===== src/rtl/simon_key_schedule.sv =====
// simon_key_schedule
//   Iterative SIMON32/64 key expansion. Accepts one 64-bit master key and
//   streams ROUNDS 16-bit round keys k0..k(ROUNDS-1), one per rk handshake.
//
// Ports:
//   clk        rising-edge clock
//   rst_n      asynchronous active-low reset
//   key_valid  master key offered
//   key_ready  master key can be accepted (IDLE only)
//   key[63:0]  master key {k3, k2, k1, k0}
//   rk_valid   round_key/round_idx/rk_last are valid
//   rk_ready   consumer takes the current round key
//   round_key  current round key k[i]
//   round_idx  index i of the current round key
//   rk_last    i == ROUNDS-1
module simon_key_schedule #(
  parameter int unsigned ROUNDS = 32
) (
  input  logic        clk,
  input  logic        rst_n,
  input  logic        key_valid,
  output logic        key_ready,
  input  logic [63:0] key,
  output logic        rk_valid,
  input  logic        rk_ready,
  output logic [15:0] round_key,
  output logic [4:0]  round_idx,
  output logic        rk_last
);

  typedef enum logic {IDLE, RUN} state_t;

  // z0 sequence with element j at bit j; padded to 64 bits so the 6-bit
  // pointer never selects outside the vector.
  localparam logic [63:0] Z0 = {2'b00,
    62'b0110011100001101010010001011111_0110011100001101010010001011111};
  localparam logic [6:0]  LAST = 7'(ROUNDS - 1);

  state_t      state_q, state_d;
  logic [15:0] w0_q, w1_q, w2_q, w3_q;
  logic [15:0] w0_d, w1_d, w2_d, w3_d;
  logic [6:0]  cnt_q, cnt_d;
  logic [5:0]  zptr_q, zptr_d;

  logic [15:0] t1, t2, knew;
  logic        run, xfer, last;

  // Next window word; zptr tracks (index of knew - 4) mod 62.
  always_comb begin
    t1   = {w3_q[2:0], w3_q[15:3]} ^ w1_q;
    t2   = t1 ^ {t1[0], t1[15:1]};
    knew = ~w0_q ^ t2 ^ 16'h0003 ^ {15'b0, Z0[zptr_q]};
  end

  assign run  = (state_q == RUN);
  assign last = (cnt_q == LAST);
  assign xfer = run && rk_ready;

  assign key_ready = (state_q == IDLE);
  assign rk_valid  = run;
  assign round_key = run ? w0_q : '0;
  assign round_idx = run ? cnt_q[4:0] : '0;
  assign rk_last   = run && last;

  always_comb begin
    state_d = state_q;
    w0_d    = w0_q;
    w1_d    = w1_q;
    w2_d    = w2_q;
    w3_d    = w3_q;
    cnt_d   = cnt_q;
    zptr_d  = zptr_q;
    unique case (state_q)
      IDLE: begin
        if (key_valid) begin
          w0_d    = key[15:0];
          w1_d    = key[31:16];
          w2_d    = key[47:32];
          w3_d    = key[63:48];
          cnt_d   = '0;
          zptr_d  = '0;
          state_d = RUN;
        end
      end
      RUN: begin
        if (xfer) begin
          if (last) begin
            state_d = IDLE;
          end else begin
            w0_d   = w1_q;
            w1_d   = w2_q;
            w2_d   = w3_q;
            w3_d   = knew;
            cnt_d  = cnt_q + 7'd1;
            zptr_d = (zptr_q == 6'd61) ? '0 : zptr_q + 6'd1;
          end
        end
      end
      default: state_d = IDLE;
    endcase
  end

  always_ff @(posedge clk or negedge rst_n) begin
    if (!rst_n) begin
      state_q <= IDLE;
      w0_q    <= '0;
      w1_q    <= '0;
      w2_q    <= '0;
      w3_q    <= '0;
      cnt_q   <= '0;
      zptr_q  <= '0;
    end else begin
      state_q <= state_d;
      w0_q    <= w0_d;
      w1_q    <= w1_d;
      w2_q    <= w2_d;
      w3_q    <= w3_d;
      cnt_q   <= cnt_d;
      zptr_q  <= zptr_d;
    end
  end

endmodule

===== config.mk =====
export PLATFORM = sky130hd
export DESIGN_NAME = simon_key_schedule
export DESIGN_NICKNAME = d
export VERILOG_FILES = /design/src/rtl/simon_key_schedule.sv
export SDC_FILE = /design/constraint.sdc
export NUM_CORES = 1
export LEC_CHECK = 0
export ABC_AREA = 1
export BUFFER_PORTS_ARGS = -buffer_cell sky130_fd_sc_hd__buf_4
export CORE_ASPECT_RATIO = 1.2
export CORE_MARGIN = 5
export CORE_UTILIZATION = 35
export CTS_CLUSTER_DIAMETER = 150
export DETAILED_ROUTE_END_ITERATION = 12
export SETUP_SLACK_MARGIN = 0.1
export SLEW_MARGIN = 20
export SYNTH_ARGS = -nofsm -noshare
export SYNTH_HDL_FRONTEND = slang
export SYNTH_SLANG_ARGS = --single-unit

===== constraint.sdc =====
create_clock -name clk -period 2.17 [get_ports clk]
set_clock_uncertainty 0.2 [all_clocks]
set_input_delay 0 -clock clk [delete_from_list [all_inputs] [get_ports clk]]
set_output_delay 0 -clock clk [all_outputs]
set_load 0.01 [all_outputs]

==> flow_summary.toml <==
[status]
status = "complete, but fails checks"
violations = "hold timing"

[synth]
ys_warn_count = 0
ys_seq_area_share_pct = 41.9
synthesis.area_sq_um = 4660
synth-seq-cells = 78
synth_cells = 624
avgSynthCellArea_sq_um = 7.47
synth.distinct_cells = 26
synthesis.nets = 700

[grt]
grt_max_degree = 71
track_usage_pct = 16.0
grt_pass1_vias = 4284
antenna_found_initial = 0
grt_overflow_total = 0
grt_pass1_wl_microns = 20400

[finish]
drive_gt1_share_pct = 16.8
fin_util_pct = 50.4
final_area_sq_um = 6620
fillers = 1271
nets = 847
finalNonFillerCells = 944
diodes = 0
area_growth_syn_to_layout_pct = 42.1

[cts]
cts.sinks = 78
cts_buffer_depth = 2
root_buffer = "clkbuf_16"
clk_pin_slew_ns = 0.06
htreeDepth = 3
cts_buffers = 9
cts_tree = "yes"
clock_latency_ns = 0.33

[floorplanning]
row_count = 46
die_area_sq_um = 15700
core_sq_um = 13100
start_util_pct = 35.5
die_h_microns = 136
ios = 92
fp.dieW_microns = 115

[route]
drt_pre_antenna_iters = 4
vias = 4422
drt_wl_total_microns = 12400
met2WireLength_microns = 6130
wl_per_cell_microns = 13.1
via_per_inst = 4.68
wl_met1_microns = 5560
drc_errors = 0
dr.max_layer_used = "met4"
route.met3.wl_microns = 451
postRouteAntennaNets = 0
first_iter_violations = 156

[sta]
setup_viol = 0
max_freq_mhz = 522
rsz0062_at_grt = "no"
finalSetupTns_ns = 0
worstMarginPinSlew_ns = 0.546
max-slew-margin-rel_pct = 63.6
min_period_ns = 1.92
hold_slack_ns = -0.00322
timing.final.crit_share_pct = 88.4
report.final.slew_viol_count = 0
setup_ws_ns = 0.252
hold_viol_final = 5

[setup_path]
cpPeakStageDelay_ns = 0.41
crit_arrival_ns = 1.94
crit_path_cell_trace = "ha_2 -> nand3_2 -> nor2_4 -> nand4_4 -> nand3_4 -> buf_12 -> buf_12 -> clkbuf_16 -> o31ai_1"
crit_top_cell = "buf_12"
path_class = "reg -> reg"
start_kind = "flip-flop"
crit_path_end = "w0_q[6]$_DFFE_PN0P_"
crit-reg2reg-launch = "cnt_q[1]$_DFFE_PN0P_"
r2r_slack_ns = 0.25
worstSetupEndpointType = "flip-flop"
r2r_cells = 9
crit_required_ns = 2.19
critPathSlowestCell = "dfrtp_1"
worst_r2r_endpoint = "w0_q[6]$_DFFE_PN0P_"
critPathMaxFanout = 20
critPathLaunch = "cnt_q[1]$_DFFE_PN0P_"

[pwr]
ir_drop_v = 0.000455
power_switching_mw = 2.83
total_power_mw = 7.44
pwr-share-clk_pct = 22.6
power.share.switching_pct = 38.0
p_int_mw = 4.61
powerDensity_nw_per_um2 = 1120
combPwrFrac_pct = 42.7
cellLeakagePower_nw = 3.34
seqPwrFrac_pct = 34.8

[placed_design]
pre_cts_ws_ns = 0.212
place_congestion = 0.878
place_area_sq_um = 5490
dp_hpwl_microns = 8180
dp_cells = 855
portBuffers = 91

[job]
drv_cap = 0

[min_path]
hold_path_class = "in -> async"
routing by layer:
layer	global-route usage, %	vias up
met3	2.40	15
met2	27.0	95
met5	0	-
met1	20.6	2051
met4	5.81	0
li1	-	2261
worst min-delay path by stage:
stage,end,start,depth (start not counted),slack [ns]
2_1_floorplan,cnt_q[0]$_DFFE_PN0P_,rst_n,0,-0.50
3_3_place_gp,w1_q[10]$_DFFE_PN0P_,rst_n,1,-0.17
3_5_place_dp,w1_q[10]$_DFFE_PN0P_,rst_n,1,-0.17
4_1_cts,w1_q[10]$_DFFE_PN0P_,rst_n,2,0.01
5_1_grt,w1_q[11]$_DFFE_PN0P_,rst_n,2,0.04
6_report,w0_q[10]$_DFFE_PN0P_,rst_n,2,-0.003
synth_stat cells:
cell type	count	share of area (%)
a211o_1	1	0.19
a21oi_1	4	0.43
buf_1	3	0.24
buf_2	14	1.5
buf_4	1	0.16
buf_6	4	0.97
buf_8	2	0.64
clkbuf_1	12	0.97
dfrtp_1	78	42
ha_1	8	2.1
inv_1	52	4.2
inv_2	1	0.081
nand2_1	172	14
nand3_1	24	2.6
nand3_2	2	0.43
nand4_1	3	0.40
nand4_2	1	0.27
nor2_1	122	9.8
nor2_2	1	0.13
nor3_1	1	0.11
o21a_1	1	0.16
o21ai_0	23	2.5
o31ai_1	46	7.4
or2_2	2	0.27
xnor2_1	4	0.75
xor2_1	42	7.9
layout make-up:
type                    instances  area (sq um)  share of cell area (%)
clock inverters                 3          65.1                   0.983
flip-flops and latches         78          1960                    29.6
inverters                      53           199                    3.01
well taps                     168           210                    3.18
clock buffers                  13           270                    4.08
repair buffers                172          1600                    24.1
multi-input cells             457          2320                    35.1
flip-flops by register name (all words and copies together), names as in the netlist:
register and count:
w0_q 16, w1_q 16, w2_q 16, w3_q 16, cnt_q 7, zptr_q 6, rk_valid 1
layout by cell type, fill, tap and decap left out:
cell | synthesis | layout
a211o_1 | 1 | 1
a21oi_1 | 4 | 4
buf_12 | 0 | 8
buf_2 | 14 | 1
buf_4 | 1 | 93
buf_6 | 4 | 1
bufinv_16 | 0 | 2
clkbuf_1 | 12 | 1
clkbuf_16 | 0 | 11
clkbuf_8 | 0 | 3
clkinv_2 | 0 | 1
dfrtp_1 | 78 | 77
dfrtp_4 | 0 | 1
dlygate4sd3_1 | 0 | 67
ha_1 | 8 | 7
ha_2 | 0 | 1
inv_1 | 52 | 51
inv_2 | 1 | 2
nand2_1 | 172 | 172
nand3_1 | 24 | 24
nand3_2 | 2 | 1
nand3_4 | 0 | 1
nand4_1 | 3 | 3
nand4_4 | 0 | 1
nor2_1 | 122 | 122
nor2_4 | 0 | 1
nor3_1 | 1 | 1
o21a_1 | 1 | 1
o21ai_0 | 23 | 23
o31ai_1 | 46 | 46
or2_2 | 2 | 2
xnor2_1 | 4 | 4
xor2_1 | 42 | 42
cell families (layout without fill, tap and decap cells):
kind of cell,after synthesis,in the layout,synth area share (%)
simple gates,328,328,27.9
buf+inv,89,241,8.76
flops,78,78,41.9
compound gates,75,75,10.7
xor+xnor,46,46,8.65
fa+ha+maj,8,8,2.15
critical path, delay by kind of cell, from the launching register on:
family,cells,cell delay (ns)
AND/OR/NAND/NOR,4,0.32
flip-flops,1,0.41
buffers and inverters,3,0.44
AO/OA/AOI/OAI,1,0.23
adder cells (fa/ha/maj),1,0.20
what timing repair did:
item	in CTS	in global routing
gates resized for setup	0	4
hold buffers	67	0
endpoints found under the hold margin	143	0
endpoints found under the setup margin	0	19
setup buffers	0	4
power groups by stage:
stage / Clock, mW / Combinational (mW) / Sequential (mW)
3_3_place_gp: 0 / 2.98 / 2.59
6_report: 1.68 / 3.17 / 2.59
2_1_floorplan: 0 / 2.39 / 2.40
4_1_cts: 1.72 / 3.17 / 2.59
5_1_grt: 1.79 / 3.65 / 2.66
3_5_place_dp: 0 / 3.05 / 2.60
Note: power is estimated with default switching activity, not from simulation.
